[src/rtl/touch_sensor_array.sv]
// touch_sensor_array
//   Multi-channel capacitive touch front end. Each pad input is synchronised,
//   debounced, and turned into a clean level plus press/release/long-press
//   pulses and a per-channel toggle. Channels are fully independent; the only
//   shared output is any_touched.
//
// Ports
//   clk           system clock, all state updates on the rising edge
//   rst           synchronous active-high reset
//   touch_signal  raw asynchronous pad inputs, 1 = touched
//   touched       debounced level per channel
//   press_pulse   one-cycle pulse on each debounced 0->1
//   release_pulse one-cycle pulse on each debounced 1->0
//   long_press    one-cycle pulse when a hold reaches LONG_PRESS_CYCLES
//   toggle_state  flips on every press_pulse
//   any_touched   registered OR of touched, changes on the same edge as touched
module touch_sensor_array #(
  parameter int CHANNELS          = 4,
  parameter int DEBOUNCE_CYCLES   = 1000,
  parameter int LONG_PRESS_CYCLES = 50000
) (
  input  logic                clk,
  input  logic                rst,
  input  logic [CHANNELS-1:0] touch_signal,
  output logic [CHANNELS-1:0] touched,
  output logic [CHANNELS-1:0] press_pulse,
  output logic [CHANNELS-1:0] release_pulse,
  output logic [CHANNELS-1:0] long_press,
  output logic [CHANNELS-1:0] toggle_state,
  output logic                any_touched
);

  localparam int DB_W = $clog2(DEBOUNCE_CYCLES + 1);
  localparam int LP_W = $clog2(LONG_PRESS_CYCLES + 1);

  localparam logic [DB_W-1:0] DB_LAST = DB_W'(DEBOUNCE_CYCLES - 1);
  localparam logic [LP_W-1:0] LP_MAX  = LP_W'(LONG_PRESS_CYCLES);
  localparam logic [LP_W-1:0] LP_LAST = LP_W'(LONG_PRESS_CYCLES - 1);

  logic [CHANNELS-1:0] sync_s1;
  logic [CHANNELS-1:0] sync_s2;
  logic [DB_W-1:0]     db_cnt   [CHANNELS];
  logic [LP_W-1:0]     hold_cnt [CHANNELS];

  // accept: s2 has disagreed with touched for DEBOUNCE_CYCLES samples in a row
  logic [CHANNELS-1:0] accept;
  logic [CHANNELS-1:0] touched_next;

  always_comb begin
    accept       = '0;
    touched_next = touched;
    for (int ch = 0; ch < CHANNELS; ch++) begin
      accept[ch] = (sync_s2[ch] != touched[ch]) && (db_cnt[ch] == DB_LAST);
      if (accept[ch]) begin
        touched_next[ch] = sync_s2[ch];
      end
    end
  end

  always_ff @(posedge clk) begin
    if (rst) begin
      sync_s1       <= '0;
      sync_s2       <= '0;
      touched       <= '0;
      press_pulse   <= '0;
      release_pulse <= '0;
      long_press    <= '0;
      toggle_state  <= '0;
      any_touched   <= 1'b0;
      for (int ch = 0; ch < CHANNELS; ch++) begin
        db_cnt[ch]   <= '0;
        hold_cnt[ch] <= '0;
      end
    end else begin
      sync_s1     <= touch_signal;
      sync_s2     <= sync_s1;
      touched     <= touched_next;
      any_touched <= |touched_next;

      for (int ch = 0; ch < CHANNELS; ch++) begin
        // Any sample agreeing with touched restarts the debounce window.
        if (sync_s2[ch] == touched[ch] || accept[ch]) begin
          db_cnt[ch] <= '0;
        end else begin
          db_cnt[ch] <= db_cnt[ch] + DB_W'(1);
        end

        press_pulse[ch]   <= accept[ch] &  sync_s2[ch];
        release_pulse[ch] <= accept[ch] & ~sync_s2[ch];

        if (accept[ch] && sync_s2[ch]) begin
          toggle_state[ch] <= ~toggle_state[ch];
        end

        // The hold counter looks at touched before this edge, so a release
        // landing on the terminal count still produces its long_press.
        if (!touched[ch]) begin
          hold_cnt[ch] <= '0;
        end else if (hold_cnt[ch] < LP_MAX) begin
          hold_cnt[ch] <= hold_cnt[ch] + LP_W'(1);
        end

        // Saturation at LP_MAX means this compare matches once per hold.
        long_press[ch] <= touched[ch] && (hold_cnt[ch] == LP_LAST);
      end
    end
  end

endmodule

[config.mk]
export PLATFORM = sky130hd
export DESIGN_NAME = touch_sensor_array
export DESIGN_NICKNAME = d
export VERILOG_FILES = /design/src/rtl/touch_sensor_array.sv
export SDC_FILE = /design/constraint.sdc
export NUM_CORES = 1
export LEC_CHECK = 0
export ABC_AREA = 0
export ABC_CLOCK_PERIOD_IN_PS = 2100
export BUFFER_PORTS_ARGS = -buffer_cell sky130_fd_sc_hd__clkbuf_2
export CAP_MARGIN = 30
export CORE_UTILIZATION = 45
export CTS_CLUSTER_DIAMETER = 120
export DETAILED_ROUTE_END_ITERATION = 12
export PLACE_DENSITY = 0.72
export SYNTH_ARGS = -nofsm -noshare
export SYNTH_HDL_FRONTEND = slang
export SYNTH_SLANG_ARGS = --single-unit
[constraint.sdc]
create_clock -name clk -period 2.1 [get_ports clk]
set_input_delay 0.42 -clock clk [delete_from_list [all_inputs] [get_ports clk]]
set_output_delay 0.42 -clock clk [all_outputs]
set_load 0.02 [all_outputs]
After elaboration in Yosys (flattened, before gate mapping)
Memories as Yosys holds them, arrays and structs flattened.
Cells that the tools add are included.
{ "totals": {"register_bits": 29, "latch_bits": 0, "ramBits": 104, "mem_bits_ro": 0, "inputBits": 6, "output_inout_bits": 21, "memories": 2} }
{ "memory_table": {"columns": ["memory", "words", "width", "read_ports", "rd_clocked_by_memory_dff", "wr", "line", "source"], "rows": [
  ["hold_cnt", 4, 16, 4, 0, 4, "43", "logic [LP_W-1:0] hold_cnt [CHANNELS];"],
  ["db_cnt", 4, 10, 4, 0, 4, "42", "logic [DB_W-1:0] db_cnt [CHANNELS];"]
]} }
{ "classes": {"n_addsub": 8, "multipliers": 0, "n_div": 0, "n_lt_le_gt_ge": 4, "n_eq_ne": 16, "shifts": 0, "mux": 74, "bitwise_logic": 32, "n_reduce_logical": 17} }
{ "op_table": {"columns": ["op", "count"], "rows": [
  ["$mux 16", 8],
  ["$mux 10", 8],
  ["$add 16x1->16 const B", 4],
  ["$eq 16x16->1 const B", 4],
  ["$lt 16x16->1 const B", 4],
  ["$mux 1", 58],
  ["$add 10x1->10 const B", 4],
  ["$eq 10x10->1 const B", 4],
  ["$or 1x1->1", 16],
  ["$logic_and 1x1->1", 12],
  ["$and 1x1->1", 8],
  ["$not 1->1", 8],
  ["$eq 1x1->1", 4],
  ["$logic_or 1x1->1", 4],
  ["$ne 1x1->1", 4],
  ["$reduce_or 4->1", 1]
]} }

Longest topological paths before layout
{ "depth": {"word_depth": 8, "mapped_depth": 6, "mapped_depth_nobuf": 5} }

Worst setup path after synthesis
OpenSTA, ideal clock, no wires.
{ "synth_timing": {"path_type": "input-to-reg", "startpoint": "input port rst", "endpoint": "memory hold_cnt[0][0] in the netlist's numbering, enable pin", "setup_ps": 375, "arrival_time_ps": 1514, "path_slack_ps": 212, "path_stages": 4, "path_buffers": 2, "cell_sequence": "clkbuf_1 -> nand2b_1 -> clkbuf_1 -> nand2b_1"} }
{ "synth_rtl": {"columns": ["element", "line", "source"], "rows": [
  ["start, declared", "23", "input logic rst,"],
  ["end, declared", "43", null]
]} }

==> impl_metrics.sql <==
INSERT INTO impl_metrics (metric_group, metric, value, unit) VALUES
('critical_path', 'worst_setup_path_startpoint', 'hold_cnt[2][11]$_SDFFCE_PN0P_', ''),
('finish', 'share_of_cells_above_drive_strength_1', '11.4', '%'),
('drt', 'route.detailed.vias_per_inst', '5.21', ''),
('place', 'detailedPlacementHpwl', '8.23', 'mm'),
('clocking', 'cts_htree_levels', '4', ''),
('yosys', 'synth_edf_count', '104', ''),
('clocking', 'post_cts_resized', '0', ''),
('yosys', 'share_of_flip_flops_with_an_asynchronous_set_or_reset', '0', '%'),
('yosys', 'synth_top_cells_by_count', 'sky130_fd_sc_hd__edfxtp_1 (104), sky130_fd_sc_hd__nor3_1 (84), sky130_fd_sc_hd__xnor2_1 (70), sky130_fd_sc_hd__nor2_1 (69), sky130_fd_sc_hd__nand3_1 (33)', ''),
('yosys', 'synth.lib_cells_used.distinct', '35', ''),
('yosys', 'synth.cell_area', '6530', 'um^2'),
('floorplan', 'num_rows', '43', ''),
('sta', 'relSlewSlack', '60.2', '%'),
('pwr', 'internal_power', '4.62', 'mW'),
('sta', 'timing.final.hold_violations', '0', ''),
('place', 'io_buffer_count', '26', ''),
('place', 'routabilityCongestion', '0.858', ''),
('critical_path', 'worst-setup-path-type', 'reg -> reg', ''),
('yosys', 'yosys_warning_total', '0', ''),
('drt', 'post-route-drc-count', '0', ''),
('grt', 'number_of_global_route_vias_before_repair', '4387', ''),
('floorplan', 'die_height', '122', 'um'),
('place', 'place_inst', '848', ''),
('yosys', 'synth_top_area_share', '47.8', '%'),
('critical_path', 'critPathRequiredTime', '2.35', 'ns'),
('clocking', 'master_cell_of_the_clock_root_buffer', 'sky130_fd_sc_hd__clkbuf_16', ''),
('min_path', 'beginning_of_the_worst_hold_path', 'touch_signal[2]', ''),
('pwr', 'power.sequential.fraction', '49.1', '%'),
('sta', 'setup_viol_count_final', '0', ''),
('floorplan', 'pin_count', '27', ''),
('sta', 'totalNegativeSetupSlack', '0', 'ns'),
('clocking', 'cts_buffers', '17', ''),
('sta', 'finalClockSkew', '0.00546', 'ns'),
('drt', 'wirelength', '11.9', 'mm'),
('sta', 'timing.final.max_slew_violations', '0', ''),
('floorplan', 'starting_utilization_of_the_core_area', '46.5', '%'),
('grt', 'global_route_wire_length_before_repair', '20.4', 'mm'),
('finish', 'num-nets-final', '701', ''),
('yosys', 'post_synth_inst_count', '605', ''),
('sta', 'unrepaired_setup_endpoints_after_global_routing', 'no', ''),
('critical_path', 'regToRegStartpoint', 'hold_cnt[2][11]$_SDFFCE_PN0P_', ''),
('clocking', 'post-cts-setup-buffers', '0', ''),
('grt', 'number_of_antenna_violations_at_the_first_check_in_global_routing', '0', ''),
('yosys', 'fraction_of_the_yosys_area_taken_by_sequential_cells', '56.7', '%'),
('sta', 'layout_min_cycle_time', '1.85', 'ns'),
('critical_path', 'path_max_fanout', '10', ''),
('clocking', 'tritoncts', 'yes', ''),
('yosys', 'dominantRegCellSynth', 'sky130_fd_sc_hd__edfxtp_1', ''),
('pwr', 'pwr_density_cell', '768', 'nW/um^2'),
('yosys', 'ys_top_cells_by_area', 'sky130_fd_sc_hd__edfxtp_1 (48%), sky130_fd_sc_hd__xnor2_1 (9.4%), sky130_fd_sc_hd__dfxtp_1 (8.9%)', ''),
('finish', 'antenna_cells_inserted', '0', ''),
('pwr', 'vdd_drop_max', '0.646', 'mV'),
('pwr', 'total_switching_power', '1.27', 'mW'),
('clocking', 'clkSlewWorstSetupHoldPaths', '0.06', 'ns'),
('pwr', 'power_frac_comb', '1.5', '%'),
('clocking', 'worst_skew_pair.late_latency', '0.42', 'ns'),
('sta', 'timing_worst_slew_pin_value', '0.592', 'ns'),
('pwr', 'p_sw_share', '21.5', '%'),
('floorplan', 'die-area', '15000', 'um^2'),
('yosys', 'synth_most_common_cell', 'sky130_fd_sc_hd__edfxtp_1', ''),
('critical_path', 'crit_end_category', 'flip-flop', ''),
('drt', 'first_iter_violations', '352', ''),
('sta', 'clock.fmax', '0.539', 'GHz'),
('status', 'run_status', 'finished clean', ''),
('yosys', 'postSynthRegisterBits', '133', ''),
('sta', 'fin_crit_sh', '88.3', '%'),
('drt', 'drt-pass1-iter-count', '4', ''),
('pwr', 'pwr-share-clk', '49.3', '%'),
('critical_path', 'critPathArrivalTime', '2.10', 'ns'),
('grt', 'grt_use_total', '17.8', '%'),
('yosys', 'postSynthAreaPerCell', '10.8', 'um^2');
==> cell families after synthesis <==
family                     count (synthesis)  share of synthesized area (%)
and+or+nand+nor                          313                           24.7
DFF                                      133                           56.7
xor gates and xnor gates                  90                           12.1
buffers and inverters                     36                           2.22
AOI/OAI and AO/OA                         20                           2.05
adders and majority gates                  8                           1.53
muxes                                      4                          0.613
other                                      1                         0.0574
==> metal layers <==
metal / global-route usage [%] / part of all wire, %
met1: 22.4 / 47
met5: 0 / 0
met2: 28.4 / 47
met4: 9.07 / 1.9
met3: 4.23 / 3.5
==> flip-flops by register name, indices dropped and copies added (netlist names) <==
register and flops:
hold_cnt 64, db_cnt 40, long_press 4, press_pulse 4, release_pulse 4, sync_s1 4
sync_s2 4, toggle_state 4, touched 4, any_touched 1
==> placed cells by master (no fill, tap or decap), types with 6 or more instances in the layout <==
cell,netlist,routed
sky130_fd_sc_hd__nor3_1,84,84
sky130_fd_sc_hd__xor2_1,20,20
sky130_fd_sc_hd__inv_6,0,7
sky130_fd_sc_hd__clkbuf_16,0,18
sky130_fd_sc_hd__inv_1,16,16
sky130_fd_sc_hd__and3_1,12,12
sky130_fd_sc_hd__dfxtp_1,29,29
sky130_fd_sc_hd__edfxtp_1,104,104
sky130_fd_sc_hd__nand2_1,31,31
sky130_fd_sc_hd__nand2b_1,10,10
sky130_fd_sc_hd__a21oi_1,6,6
sky130_fd_sc_hd__nor2_1,69,69
sky130_fd_sc_hd__xnor2_1,70,70
sky130_fd_sc_hd__ha_1,8,8
sky130_fd_sc_hd__buf_4,0,18
sky130_fd_sc_hd__clkbuf_2,0,26
sky130_fd_sc_hd__nor3b_1,6,6
sky130_fd_sc_hd__conb_1,1,40
sky130_fd_sc_hd__nor4_1,22,22
sky130_fd_sc_hd__nand4_1,15,15
sky130_fd_sc_hd__nand3_1,33,33
sky130_fd_sc_hd__nor2b_1,12,12
==> power by group through the flow <==
stage                     clock network (mW)  registers, mW  logic, mW
final                                   2.90           2.89     0.0896
after global routing                    3.07           2.90      0.104
after CTS                               2.95           2.89     0.0886
after detailed placement                   0           2.95     0.0876
after global placement                     0           2.95     0.0861
after floorplan                            0           2.94     0.0721
==> critical path: stages, from the launching register on <==
cell	delay [ns]
sky130_fd_sc_hd__edfxtp_1	0.47
sky130_fd_sc_hd__nor4_1	0.55
sky130_fd_sc_hd__a21oi_2	0.22
sky130_fd_sc_hd__buf_4	0.23
sky130_fd_sc_hd__nor3_1	0.22
==> path summary, 6_finish.rpt <==
path              depth (start not counted)                           end
setup / recovery                          4  hold_cnt[2][6]$_SDFFCE_PN0P_
hold / removal                            2         sync_s1[2]$_SDFF_PP0_
setup reg to reg                          4  hold_cnt[2][6]$_SDFFCE_PN0P_
hold reg to reg                           1         sync_s2[2]$_SDFF_PP0_
==> final cells by class <==
type                       count  area [um^2]
clock inverter                14          134
sequential                   133         3700
clock buffer                  18          450
inverter                      16         60.1
tap                          180          225
timing repair buffer          44          265
fill                        1210         6380
multi-input combinational    475         2830
==> per-stage QoR <==
stage / cell area [um^2] / setup WS, ns / utilization [%]
6_report: 7660 / 0.246 / 54.6
5_1_grt: 7660 / 0.0307 / 54.6
4_1_cts: 7660 / 0.236 / 54.6
3_5_place_dp: 7080 / 0.249 / 50.4
3_3_place_gp: 7080 / 0.365 / 50.4
2_1_floorplan: 6670 / 0.212 / -
No activity file was read; power rests on OpenSTA's default activity.
